`src/rtl/seven_segment_pkg.sv`:
```
// Shared segment encoding for the seven-segment scanner: active-high hex table,
// the all-off pattern and the bit positions within {a,b,c,d,e,f,g,dp}.
package seven_segment_pkg;

    localparam int SEG_A  = 7;
    localparam int SEG_B  = 6;
    localparam int SEG_C  = 5;
    localparam int SEG_D  = 4;
    localparam int SEG_E  = 3;
    localparam int SEG_F  = 2;
    localparam int SEG_G  = 1;
    localparam int SEG_DP = 0;

    localparam logic [7:0] SEG_OFF = 8'h00;

    localparam logic [7:0] HEX_SEG [16] = '{
        8'hFC, 8'h60, 8'hDA, 8'hF2, 8'h66, 8'hB6, 8'hBE, 8'hE0,
        8'hFE, 8'hF6, 8'hEE, 8'h3E, 8'h9C, 8'h7A, 8'h9E, 8'h8E
    };

endpackage

```
`src/rtl/seven_segment_decoder.sv`:
```
// Nibble to active-high segment pattern; blank suppresses a..g but leaves the dot
// under caller control so leading-zero positions can still show a decimal point.
module seven_segment_decoder
    import seven_segment_pkg::*;
(
    input  logic [3:0] nibble,
    input  logic       dot,
    input  logic       blank,
    output logic [7:0] pattern
);

    logic [7:0] hex;

    always_comb begin
        hex     = HEX_SEG[nibble];
        pattern = SEG_OFF;
        if (!blank) begin
            pattern[SEG_A:SEG_G] = hex[SEG_A:SEG_G];
        end
        pattern[SEG_DP] = dot;
    end

endmodule

```
`src/rtl/seven_segment_scanner.sv`:
```
// Multiplexed seven-segment scanner with per-slot dwell, leading blanking, PWM
// brightness, frame-coherent input snapshot and leading-zero suppression.
module seven_segment_scanner
    import seven_segment_pkg::*;
#(
    parameter int N_DIGITS   = 8,
    parameter int DWELL      = 4,
    parameter int BLANK      = 1,
    parameter int ACTIVE_LOW = 1,
    parameter int BRIGHT_W   = 2
) (
    input  logic                  clk_8KHz,
    input  logic                  rst,
    input  logic [4*N_DIGITS-1:0] digit,
    input  logic [N_DIGITS-1:0]   en_dot,
    input  logic [N_DIGITS-1:0]   en_digit,
    input  logic                  lzb,
    input  logic [BRIGHT_W-1:0]   brightness,
    output logic [N_DIGITS-1:0]   pos,
    output logic [7:0]            segments,
    output logic                  frame_start
);

    localparam int IW = $clog2(N_DIGITS);
    localparam int DW = (DWELL > 1) ? $clog2(DWELL) : 1;
    localparam int LW = $clog2(DWELL) + BRIGHT_W + 1;

    logic [IW-1:0]         idx_p0, idx_nxt;
    logic [DW-1:0]         dwell_p0, dwell_nxt;
    logic                  vld_p0;
    logic [4*N_DIGITS-1:0] sh_digit_p0;
    logic [N_DIGITS-1:0]   sh_dot_p0;
    logic [N_DIGITS-1:0]   sh_en_p0;
    logic                  sh_lzb_p0;

    logic [3:0]            nib_sel;
    logic                  dot_sel;
    logic                  en_sel;
    logic                  lz_sel;
    logic                  lit;
    int                    r;
    logic [7:0]            pattern;
    logic [N_DIGITS-1:0]   pos_act;
    logic [7:0]            seg_act;

    function automatic logic [LW-1:0] lit_len_f(input logic [BRIGHT_W-1:0] b);
        logic [LW-1:0] prod;
        prod = LW'(DWELL - BLANK) * (LW'(b) + LW'(1));
        prod = prod >> BRIGHT_W;
        if (prod == '0) begin
            prod = LW'(1);
        end
        return prod;
    endfunction

    function automatic logic upper_zero(input logic [4*N_DIGITS-1:0] d, input logic [IW-1:0] k);
        logic z;
        z = 1'b1;
        for (int j = 0; j < N_DIGITS; j++) begin
            if (j >= int'(k) && d[4*j +: 4] != 4'h0) begin
                z = 1'b0;
            end
        end
        return z;
    endfunction

    function automatic logic [N_DIGITS-1:0] pin_pos(input logic [N_DIGITS-1:0] p);
        return (ACTIVE_LOW != 0) ? ~p : p;
    endfunction

    function automatic logic [7:0] pin_seg(input logic [7:0] s);
        return (ACTIVE_LOW != 0) ? ~s : s;
    endfunction

    always_comb begin
        idx_nxt   = idx_p0;
        dwell_nxt = dwell_p0 + DW'(1);
        if (dwell_p0 == DW'(DWELL - 1)) begin
            dwell_nxt = '0;
            idx_nxt   = (idx_p0 == IW'(N_DIGITS - 1)) ? '0 : idx_p0 + IW'(1);
        end
    end

    // Stage p0: scan position and the frame snapshot taken when entering (0,0)
    always_ff @(posedge clk_8KHz) begin
        if (rst) begin
            idx_p0      <= IW'(N_DIGITS - 1);
            dwell_p0    <= DW'(DWELL - 1);
            vld_p0      <= 1'b0;
            sh_digit_p0 <= '0;
            sh_dot_p0   <= '0;
            sh_en_p0    <= '0;
            sh_lzb_p0   <= 1'b0;
        end else begin
            idx_p0   <= idx_nxt;
            dwell_p0 <= dwell_nxt;
            vld_p0   <= 1'b1;
            if (idx_nxt == '0 && dwell_nxt == '0) begin
                sh_digit_p0 <= digit;
                sh_dot_p0   <= en_dot;
                sh_en_p0    <= en_digit;
                sh_lzb_p0   <= lzb;
            end
        end
    end

    always_comb begin
        nib_sel = 4'h0;
        dot_sel = 1'b0;
        en_sel  = 1'b0;
        for (int j = 0; j < N_DIGITS; j++) begin
            if (IW'(j) == idx_p0) begin
                nib_sel = sh_digit_p0[4*j +: 4];
                dot_sel = sh_dot_p0[j];
                en_sel  = sh_en_p0[j];
            end
        end
        lz_sel = sh_lzb_p0 && (idx_p0 != '0) && upper_zero(sh_digit_p0, idx_p0);
    end

    seven_segment_decoder u_decoder (
        .nibble  (nib_sel),
        .dot     (dot_sel & en_sel),
        .blank   (!en_sel || lz_sel),
        .pattern (pattern)
    );

    // Lit window: BLANK dead cycles, then lit_len cycles, then dark for the rest
    always_comb begin
        r       = int'(dwell_p0) - BLANK;
        lit     = vld_p0 && (r >= 0) && (r < int'(lit_len_f(brightness)));
        pos_act = lit ? (N_DIGITS'(1) << idx_p0) : '0;
        seg_act = lit ? pattern : SEG_OFF;
    end

    // Stage p1: registered pins at board polarity
    always_ff @(posedge clk_8KHz) begin
        if (rst) begin
            pos         <= pin_pos('0);
            segments    <= pin_seg(SEG_OFF);
            frame_start <= 1'b0;
        end else begin
            pos         <= pin_pos(pos_act);
            segments    <= pin_seg(seg_act);
            frame_start <= vld_p0 && (idx_p0 == '0) && (dwell_p0 == '0);
        end
    end

endmodule
```
`config.mk`:
```
export PLATFORM = sky130hd
export DESIGN_NAME = seven_segment_scanner
export DESIGN_NICKNAME = d
export VERILOG_FILES = /design/src/rtl/seven_segment_pkg.sv /design/src/rtl/seven_segment_decoder.sv /design/src/rtl/seven_segment_scanner.sv
export SDC_FILE = /design/constraint.sdc
export NUM_CORES = 1
export LEC_CHECK = 0
export CAP_MARGIN = 30
export CORE_AREA = 2 2 123 125
export DETAILED_ROUTE_END_ITERATION = 7
export DIE_AREA = 0 0 125 127
export SYNTH_ARGS = -nofsm -noshare
export SYNTH_HDL_FRONTEND = slang
export SYNTH_SLANG_ARGS = --single-unit
```
`constraint.sdc`:
```
create_clock -name clk_8KHz -period 8.2 [get_ports clk_8KHz]
set_input_delay 1.64 -clock clk_8KHz [delete_from_list [all_inputs] [get_ports clk_8KHz]]
set_output_delay 1.64 -clock clk_8KHz [all_outputs]
set_load 0.02 [all_outputs]
```
Word level (Yosys, flattened, before mapping)
Memories as Yosys holds them, arrays and structs flattened.
Index checks and enable logic that the tools add are counted.
Cells by class
  add/sub/neg operators: 4
  multiply operators: 1
  div/mod/pow operators: 0
  magnitude comparators: 10
  equal/unequal tests: 9
  shifts and indexed selects: 1
  multiplexer cells: 42
  bitwise operators: 4
  reductions and logical operators: 30
Operators by type and width (count)
  $mux W4: 8
  $mux W8: 4
  $reduce_bool A4 Y1: 8
  $mux W1: 25
  $not A8 Y8: 2
  $logic_and A1 B1 Y1: 14
  $eq A3 B3 Y1 const A: 4
  $ge A3 B3 Y1 const A: 3
  $mux W3: 3
  $shl A1 B3 Y8 const A: 1
  $mux W7: 1
  $eq A2 B3 Y1 const A: 2
  $ge A1 B3 Y1 const A: 2
  $ge A2 B3 Y1 const A: 2
  $logic_not A3 Y1: 2
  $ge A5 B5 Y1 const B: 1
  $logic_not A5 Y1: 1
  $mul A2 B3 Y5 const A: 1
  $not A4 Y5: 1
  $logic_not A2 Y1: 2
  $lt A3 B4 Y1: 1
  $add A2 B1 Y3 const B: 1
  $add A3 B1 Y3 const B: 1
  $eq A1 B3 Y1 const A: 1
  other kinds (10): 10
Word-level totals
  bits in registers: 72
  bits in latches: 0
  RAM bits: 0
  bits in read-only memories: 128
  output and inout bits: 17
  word-level logic and storage cells: 112
  memories kept: 1
Memories
  (name not given): depth 16, bits a word 8, rd ports 1, clocked after memory_dff 0, wr ports 0, line seven_segment_decoder.sv:15  | hex = HEX_SEG[nibble];

Depth between registers and ports, before layout
  word-level depth: 16
  depth in mapped cells: 15
  mapped depth without buffers: 12

By module
Synthesis repeated with hierarchy kept, for this count alone.
Second synthesis, totals
  cell total of the unflattened synthesis: 398
  area, all modules: 3621.0 um^2
By module, submodules not included
  seven_segment_scanner: instances 1, cells each 362, area each 3349.5 um^2
  seven_segment_decoder: instances 1, cells each 36, area each 271.5 um^2

Worst setup path before layout
No wires, ideal clock.
  path type: input port to flip-flop
  start point: in brightness[0]
  end point: reg segments[1]
  setup time: 0.144 ns
  arrival: 3.262 ns
  setup slack: 4.794 ns
  cell stages on the path: 10
  cell sequence: inv_1 -> ha_1 -> xor2_1 -> nand2b_1 -> ha_1 -> a21oi_1 -> o31a_1 -> o2111ai_1 -> a31oi_2 -> o221ai_1
On the way
  longest elaborated chain between the ends: 8
RTL lines
  start, declared: line seven_segment_scanner.sv:18  | input logic [BRIGHT_W-1:0] brightness,
  $add A2 B1 Y3 *: line seven_segment_scanner.sv:48  | prod = LW'(DWELL - BLANK) * (LW'(b) + LW'(1));
  $mul A2 B3 Y5 *: line seven_segment_scanner.sv:48
  $logic_not A5 Y1: line seven_segment_scanner.sv:50  | if (prod == '0) begin
  $mux W3 *: line seven_segment_scanner.sv:50
  $lt A3 B4 Y1 *: line seven_segment_scanner.sv:131  | lit = vld_p0 && (r >= 0) && (r < int'(lit_len_f(brightness)));
  $logic_and A1 B1 Y1 *: line seven_segment_scanner.sv:131
  $mux W8 *: line seven_segment_scanner.sv:133  | seg_act = lit ? pattern : SEG_OFF;
  $not A8 Y8 *: line seven_segment_scanner.sv:72  | return (ACTIVE_LOW != 0) ? ~s : s;
  end signal, assigned: line seven_segment_scanner.sv:140  | segments <= pin_seg(SEG_OFF);
  end signal, assigned: line seven_segment_scanner.sv:144  | segments <= pin_seg(seg_act);
  end, declared: line seven_segment_scanner.sv:20  | output logic [7:0] segments,
Mark *: on every way between the ends. The rest lies on a longest branch, timed or not.
A chain may end at the register's enable or synchronous reset.

Final worst setup path
Same ends and word-level chain as after synthesis.

==> results.ini <==
[outcome]
status=complete, no violations

[route]
wire_per_inst_um=14.03
drc=0
met1_length_um=4342
ant_nets=0
vias=3220
dr.max_layer_used=met4
drt_wl_total_um=9638
first_pass_iters=4
drt_iter0_markers=287
met2_wirelength_um=4571
route.met3.wl_um=599
vias_per_cell=4.687

[layout]
multi_input_area_um2=1897
syn_to_final_growth_pct=30.03
layout_common_cells=123 x nand2_1, 72 x dfxtp_1, 69 x clkdlybuf4s50_1
fin_area_um2=4659
fillers=1538
final_cells=687
final_layout_size_suffix_gt1_share_pct=5.765
antennaDiodeCount=0
nNetsFinal=572
regArea_um2=1441
mostFrequentLayoutCell=nand2_1

[floorplanning]
initial_utilization_pct=24.84
rows=44
io_pins=70
die_w_um=125
die_h_um=127
die_area_um2=15880
core-area_um2=14420

[global_route]
grt_antenna_before_repair=0
overflow=0
grt_pass1_wl_um=15780
grt_pass1_vias=3231
grt_use_total_pct=12.31
grt_max_degree=53

[logic_synthesis]
netlist_instances=446
avgSynthCellArea_um2=8.035
ys_seq_elements=72
syn-num-nets=520
synth-edff-count=0
ys.flop_type=dfxtp_1
yosysWarnings=0
synth_async_sr_flop_share_pct=0
synth_cell_types=54
synth_area_um2=3583
ys_seq_area_share_pct=40.22

[timing]
timing.final.crit_share_pct=49.23
finalSetupViolCount=0
max_slew_margin_pct=31.59
hold_viol=0
fmax_ghz=0.2477
post-route-min-period_ns=4.037
rsz0062_at_grt=no
worst_pin_slew_ns=1.026
slew_violations=0
setup_tns_ns=0
worst_slack_ns=4.163
fin_skew_ns=0.01100

[min_path]
worstHoldPathType=flip-flop to flip-flop

[power_and_ir_drop]
ir_drop_uv=105.0
power_leakage_nw=1.704
p_per_area_nw_per_um2=232.2
total_power_mw=1.082

[clock_network]
clock_path_buffers=2
clock_sinks=72
cts_buffers=9
cts_tree=yes
clock_latency_ns=0.34
holdBufCountCts=0
cts_resized=0
h-tree-depth=3
postCtsSetupBuffers=0
cts_root_buf=clkbuf_16
clk_pin_slew_worst_paths_ns=0.05

[worst_setup_path]
start_kind=primary input
arrival_ns=4.22
required_ns=8.38
path_class=primary input to flip-flop
cp_max_fo=7
cp-end-kind=flip-flop

[placement]
post-place-cells=671
portBuffers=69
place_ws_ns=3.846
post_dp_cell_area_um2=4360
hpwl_um=7023
gp_congestion=0.8686

[flow_run]
cap_violations=0

synth_stat cells (2+ instances only):
library cell    n  area [µm²]
o21ai_0         8       40.04
o21bai_1        2       15.01
a21oi_1        58       290.3
inv_2           2       7.510
ha_1           21       262.8
o21ai_1         4       20.02
nand2_1       123       461.7
nor3_1          3       15.01
o31a_1          2       17.52
o221ai_1        7       61.31
clkbuf_1       16       60.06
nand3_1         9       45.04
a311oi_1        4       35.03
and3b_1         6       52.55
xnor2_1         2       17.52
buf_6           5       56.30
buf_4           2       15.01
inv_1          19       71.32
nor2_1         10       37.54
o21a_1          4       30.03
mux2i_1         3       30.03
buf_2           7       35.03
or4_1           3       22.52
o2111ai_1       3       26.28
a221oi_1        2       17.52
nand2b_1        7       43.79
o31ai_1         4       30.03
nor4_1          5       31.28
nand3b_1        4       30.03
dfxtp_1        72        1441
and2_1          3       18.77
o211ai_1        4       30.03
through the flow:
step / hold WS (ns) / utilization, %
after floorplan: 0.4312 / -
after global placement: 0.4451 / 30.23
after detailed placement: 0.4454 / 30.23
after CTS: 0.4520 / 32.30
after global routing: 0.4730 / 32.30
final: 0.4511 / 32.30
per-layer routing:
metal / global-route usage (%) / vias to the layer above
met2: 20.59 / 105
met1: 15.30 / 1466
met5: 0 / -
met3: 4.313 / 15
met4: 2.941 / 0
li1: - / 1634
critical path: stages:
cell             delay [ns]
clkdlybuf4s50_1        0.48
inv_1                  0.07
ha_1                   0.22
xor2_1                 0.15
nand2b_1               0.08
ha_1                   0.27
a21oi_1                0.14
o31a_1                 0.31
o2111ai_1              0.23
a31oi_2                0.42
o221ai_1               0.20
flip-flops by register name, indices dropped and copies added, names as in the netlist:
signal       flops
idx_p0           3
sh_dot_p0        8
sh_lzb_p0        1
vld_p0           1
sh_en_p0         8
frame_start      1
sh_digit_p0     32
segments         8
dwell_p0         2
pos              8
cell families (layout without fill, tap and decap cells):
logic type | count (synthesis) | in the layout | synth area share (%)
muxes | 4 | 4 | 1.466
AOI/OAI and AO/OA | 115 | 115 | 20.74
DFF | 72 | 72 | 40.22
xor gates and xnor gates | 3 | 3 | 0.7334
and+or+nand+nor | 179 | 179 | 22.56
adders and majority gates | 21 | 21 | 7.332
buffers and inverters | 52 | 109 | 6.948
worst paths after layout:
check	startpoint	end	slack, ns	cells past startpoint
worst max-delay path	brightness[0]	segments[1]	4.16	11
worst min-delay path	sh_dot_p0[7]	sh_dot_p0[7]	0.45	2
worst max register to register	idx_p0[1]	segments[4]	4.26	10
worst min register to register	sh_dot_p0[7]	sh_dot_p0[7]	0.45	2
cell type report:
cell class                 count  area share [%]
clock buffer                  11           5.209
clock inverter                 5           1.208
inverter                      21           1.692
multi-input combinational    322           40.71
sequential                    72           30.93
tap                          184           4.941
timing repair buffer          72           15.31
power breakdown:
group          switching (mW)  internal (mW)
clock network           0.147          0.243
registers              0.0354          0.378
logic                   0.159          0.119
total                   0.341          0.740
Power figures use the tool's default switching activity.
